--- config.mk ---
export PLATFORM = sky130hd
export DESIGN_NAME = ffa_port_arbiter
export DESIGN_NICKNAME = d
export VERILOG_FILES = /design/src/rtl/ffa_port_arbiter.sv
export SDC_FILE = /design/constraint.sdc
export NUM_CORES = 1
export LEC_CHECK = 0
export BUFFER_PORTS_ARGS = -buffer_cell sky130_fd_sc_hd__buf_2
export CAP_MARGIN = 20
export CORE_AREA = 8 8 53 55
export DETAILED_ROUTE_END_ITERATION = 8
export DIE_AREA = 0 0 61 63
export PLACE_DENSITY = 0.85
export SETUP_SLACK_MARGIN = 0.2
export SLEW_MARGIN = 20
export SYNTH_ARGS = -nofsm -noshare
export SYNTH_HDL_FRONTEND = slang
export SYNTH_SLANG_ARGS = --single-unit
--- constraint.sdc ---
create_clock -name clk -period 3.7 [get_ports clk]
set_clock_uncertainty 0.05 [all_clocks]
set_input_delay 0.74 -clock clk [delete_from_list [all_inputs] [get_ports clk]]
set_output_delay 0.74 -clock clk [all_outputs]
set_load 0.03 [all_outputs]
--- src/rtl/ffa_port_arbiter.sv ---
// Purpose: shares one flip-flop array port between requesters A and B (round-robin), after a post-reset init sweep.
// Latency: commands drive the array in their grant cycle; read data returns to the issuing port one cycle later.
// Backpressure: x_ready is the combinational grant; responses cannot be stalled and must be sunk by the requester.
module ffa_port_arbiter #(
    parameter int                DATA_W   = 8,
    parameter int                ADDR_W   = 3,
    parameter int                DATA_N   = 8,
    parameter bit                INIT_EN  = 1'b1,
    parameter logic [DATA_W-1:0] INIT_VAL = '0
) (
    input  logic              clk,
    input  logic              resetn,
    input  logic              a_valid,
    output logic              a_ready,
    input  logic              a_wr,
    input  logic [ADDR_W-1:0] a_addr,
    input  logic [DATA_W-1:0] a_wdata,
    output logic              a_rsp_valid,
    output logic [DATA_W-1:0] a_rsp_data,
    input  logic              b_valid,
    output logic              b_ready,
    input  logic              b_wr,
    input  logic [ADDR_W-1:0] b_addr,
    input  logic [DATA_W-1:0] b_wdata,
    output logic              b_rsp_valid,
    output logic [DATA_W-1:0] b_rsp_data,
    output logic [DATA_W-1:0] arr_din,
    output logic [ADDR_W-1:0] arr_addr,
    output logic              arr_wr,
    output logic              arr_rd,
    input  logic [DATA_W-1:0] arr_dout,
    input  logic              arr_error,
    output logic              init_done,
    output logic              err
);

    typedef enum logic {S_INIT = 1'b0, S_RUN = 1'b1} state_t;

    // One extra bit so DATA_N == 2^ADDR_W is representable for the range check.
    localparam logic [ADDR_W:0]   N_LIM   = (ADDR_W + 1)'(DATA_N);
    localparam logic [ADDR_W-1:0] IC_LAST = ADDR_W'(DATA_N - 1);

    state_t              state;
    state_t              state_nxt;
    logic [ADDR_W-1:0]   ic;
    logic                last_b;       // 1: B was granted most recently
    logic                rsp_pend;
    logic                rsp_owner_b;
    logic                rsp_oor;      // pending read hit an out-of-range address
    logic                err_q;

    logic                run;
    logic                gnt_a;
    logic                gnt_b;
    logic                gnt;
    logic                g_wr;
    logic                g_oor;
    logic [ADDR_W-1:0]   g_addr;
    logic [DATA_W-1:0]   g_wdata;

    // Grant selection: a lone requester wins, a tie goes to the port not served last.
    always_comb begin
        run     = (state == S_RUN);
        gnt_a   = run & a_valid & (~b_valid | last_b);
        gnt_b   = run & b_valid & (~a_valid | ~last_b);
        gnt     = gnt_a | gnt_b;
        g_wr    = gnt_b ? b_wr    : a_wr;
        g_addr  = gnt_b ? b_addr  : a_addr;
        g_wdata = gnt_b ? b_wdata : a_wdata;
        g_oor   = gnt & ({1'b0, g_addr} >= N_LIM);
    end

    // State register; reset either starts the sweep or goes straight to service.
    always_ff @(posedge clk) begin
        if (!resetn) begin
            state <= INIT_EN ? S_INIT : S_RUN;
        end else begin
            state <= state_nxt;
        end
    end

    // Next state: leave INIT after the write to the last entry; RUN is terminal.
    always_comb begin
        state_nxt = state;
        case (state)
            S_INIT:  if (ic == IC_LAST) state_nxt = S_RUN;
            S_RUN:   state_nxt = S_RUN;
            default: state_nxt = state;
        endcase
    end

    // Sweep counter, round-robin pointer, response tracking and sticky error.
    always_ff @(posedge clk) begin
        if (!resetn) begin
            ic          <= '0;
            last_b      <= 1'b1;
            rsp_pend    <= 1'b0;
            rsp_owner_b <= 1'b0;
            rsp_oor     <= 1'b0;
            err_q       <= 1'b0;
        end else begin
            if (state == S_INIT) begin
                ic <= (ic == IC_LAST) ? '0 : ic + 1'b1;
            end
            if (gnt) begin
                last_b <= gnt_b;
            end
            rsp_pend    <= gnt & ~g_wr;
            rsp_owner_b <= gnt_b;
            rsp_oor     <= g_oor;
            if (g_oor || arr_error) begin
                err_q <= 1'b1;
            end
        end
    end

    // Outputs: everything is forced to its reset value while resetn is low, so a
    // pending response or an in-flight sweep write never leaks through the reset cycle.
    always_comb begin
        a_ready     = 1'b0;
        b_ready     = 1'b0;
        arr_wr      = 1'b0;
        arr_rd      = 1'b0;
        arr_addr    = '0;
        arr_din     = '0;
        a_rsp_valid = 1'b0;
        b_rsp_valid = 1'b0;
        a_rsp_data  = '0;
        b_rsp_data  = '0;
        err         = 1'b0;
        init_done   = ~INIT_EN;
        if (resetn) begin
            case (state)
                S_INIT: begin
                    arr_wr   = 1'b1;
                    arr_addr = ic;
                    arr_din  = INIT_VAL;
                end
                S_RUN: begin
                    a_ready = gnt_a;
                    b_ready = gnt_b;
                    if (gnt) begin
                        arr_addr = g_addr;
                        arr_din  = g_wdata;
                        arr_wr   = g_wr & ~g_oor;
                        arr_rd   = ~g_wr & ~g_oor;
                    end
                end
                default: ;
            endcase
            a_rsp_valid = rsp_pend & ~rsp_owner_b;
            b_rsp_valid = rsp_pend & rsp_owner_b;
            // Out-of-range reads never strobed the array, so its dout is stale: return 0.
            if (a_rsp_valid && !rsp_oor) a_rsp_data = arr_dout;
            if (b_rsp_valid && !rsp_oor) b_rsp_data = arr_dout;
            init_done = run;
            err       = err_q;
        end
    end

endmodule
==> results.sh <==
export IMPL_outcome="finished, final reports clean"
export IMPL_clock_sinks=8
export IMPL_period_share_pct=75.6
export IMPL_synthArstFlopShare_pct=0
export IMPL_cp_max_fo=14
export IMPL_place_inst=188
export IMPL_fin_util_pct=51.2
export IMPL_die_h_um=63
export IMPL_fin_crit_ps=2800
export IMPL_setup_viol=0
export IMPL_synthTopCellsByArea="dfxtp_1 23%, and2_1 17%, nand2_1 11%"
export IMPL_fmax_mhz=357
export IMPL_path_class="primary input to output port"
export IMPL_gr_total_overflow=0
export IMPL_netlist_cell_type_count=22
export IMPL_cap_viol_max_count=0
export IMPL_vias=852
export IMPL_viasPerCell=4.46
export IMPL_cts_root_buffer="clkbuf_4"
export IMPL_cp_end_kind="output port"
export IMPL_grt_max_degree=15
export IMPL_synth_fp_nets=134
export IMPL_numCtsBuffers=3
export IMPL_dr_pass1_iters=4
export IMPL_insertion_delay_ps=250
export IMPL_post_cts_resized=0
export IMPL_layout_nets=204
export IMPL_initial_core_util_pct=33.6
export IMPL_finalPower_uw=210
export IMPL_synth_ff_type="dfxtp_1"
export IMPL_rows=17
export IMPL_die_width_um=61
export IMPL_yosysTopAreaCellShare_pct=23.1
export IMPL_grt_pass1_vias=828
export IMPL_cp_required_ps=2910
export IMPL_drt_iter0_markers=11
export IMPL_multiInputGateArea_um2=484
export IMPL_drv_slew=0
export IMPL_path_clk_slew_ps=50
export IMPL_htree_levels=1
export IMPL_synth_common_cells="21 x nand2_1, 19 x and2_1, 10 x a21oi_1"
export IMPL_yosysTopAreaCell="dfxtp_1"
export IMPL_synth_edf_count=0
export IMPL_final_cells=191
export IMPL_p_per_area_nw_per_um2=198
export IMPL_fin_setup_tns_ps=0
export IMPL_start_kind="primary input"
export IMPL_die_area_um2=3840
export IMPL_ir_drop_uv=214
export IMPL_wl_per_cell_um=12.9
export IMPL_cts_hold_buf=0
export IMPL_cts_tree="yes"
export IMPL_synth_area_um2=693
export IMPL_ios=72
export IMPL_ys_seq_area_share_pct=23.1
export IMPL_wl_um=2470
export IMPL_route_detailed_drc=0
export IMPL_syn_avg_cell_area_um2=7.30
export IMPL_finalHoldViolCount=0
export IMPL_dp_hpwl_um=2100
export IMPL_worst_pin_slew_ps=888
export IMPL_antenna_found_initial=0
export IMPL_ant_nets=0
export IMPL_core_area_um2=2060
export IMPL_port_buffers=71
export IMPL_grt_pass1_wl_um=3780
export IMPL_rsz0062_at_grt="no"
export IMPL_cts_setup_buffers=0
export IMPL_n_antenna_cell=0
export IMPL_seqCellArea_um2=160
export IMPL_drive_above_1_share_pct=46.6
export IMPL_globalRouteTotalUtil_pct=12.6
export IMPL_cts_buffer_depth=2
export IMPL_fillCellCount=226
export IMPL_slew_headroom_pct=40.4
export IMPL_post_synth_top_count_cell="nand2_1"
export IMPL_cp_data_arrival_time_ps=2010
export IMPL_gp_congestion=0.755
export IMPL_synth_seq_cells=8
export IMPL_synthCells=95
export IMPL_areaGrowthSynthToFinish_pct=52.5
export IMPL_p_leak_uw=0.000653
export IMPL_min_path_type="register to register"
export IMPL_yosys_warnings=0
==> flip-flops by register name, summed over array words and instances, names as in the netlist <==
signal,cells
ic,3
err_q,1
last_b,1
rsp_owner_b,1
rsp_pend,1
run,1
==> where the power goes <==
part,internal (uW),total (uW),switching [uW]
combinational,24.7,49.7,25.0
sequential,90.5,94.1,3.61
clock,37.0,65.8,28.7
==> layer usage <==
layer | vias up | track usage (%) | wire length [um]
met1 | 391 | 10.9 | 871
li1 | 448 | - | -
met3 | 2 | 4.32 | 102
met4 | 0 | 2.62 | 4
met5 | - | 0 | 0
met2 | 11 | 25.7 | 1490
==> through the flow <==
| step | worst slack [ps] | area (um2) | hold WS (ps) |
|---|---|---|---|
| after floorplan | 1040 | 693 | 382 |
| after global placement | 920 | 1030 | 392 |
| after detailed placement | 894 | 1030 | 412 |
| after CTS | 889 | 1060 | 424 |
| after global routing | 778 | 1060 | 450 |
| final | 901 | 1060 | 419 |
==> worst max-delay path, stage by stage <==
cell,delay (ps)
buf_2,160
and2_2,220
o21ai_1,470
o21ai_1,190
buf_2,220
==> layout by cell type (no fill, tap or decap), drive strengths merged <==
cell / synthesis / routed
a21oi: 10 / 10
and2: 20 / 20
and2b: 1 / 1
and3: 4 / 4
buf: 5 / 71
clkbuf: 1 / 3
dfxtp: 8 / 8
ha: 2 / 2
mux2i: 6 / 6
nand2: 21 / 21
nand2b: 1 / 1
nand3: 1 / 1
nor2: 1 / 1
nor2b: 5 / 5
nor3: 1 / 1
o21a: 2 / 2
o21ai: 5 / 5
o21bai: 1 / 1
==> final cells by class <==
| type | count | area share, % |
|---|---|---|
| Multi-Input combinational cell | 81 | 45.8 |
| Timing Repair Buffer | 71 | 33.6 |
| Sequential cell | 8 | 15.1 |
| Clock buffer | 3 | 2.13 |
| Tap cell | 28 | 3.31 |
==> worst paths after layout <==
path / from / slack, ps / depth (start not counted) / endpoint
worst max register to register: run / 2250 / 3 / rsp_pend
worst max-delay path: resetn / 900 / 5 / arr_addr[0]
worst min register to register: err_q / 420 / 1 / err_q
worst min-delay path: err_q / 420 / 1 / err_q
==> cell families after synthesis <==
family                     share of synthesized area [%]
AOI/OAI and AO/OA                                   14.1
adders and majority gates                           3.61
buffers and inverters                               7.04
DFF                                                 23.1
muxes                                               8.66
and+or+nand+nor                                     43.5
(Power assumes the default switching activity.)
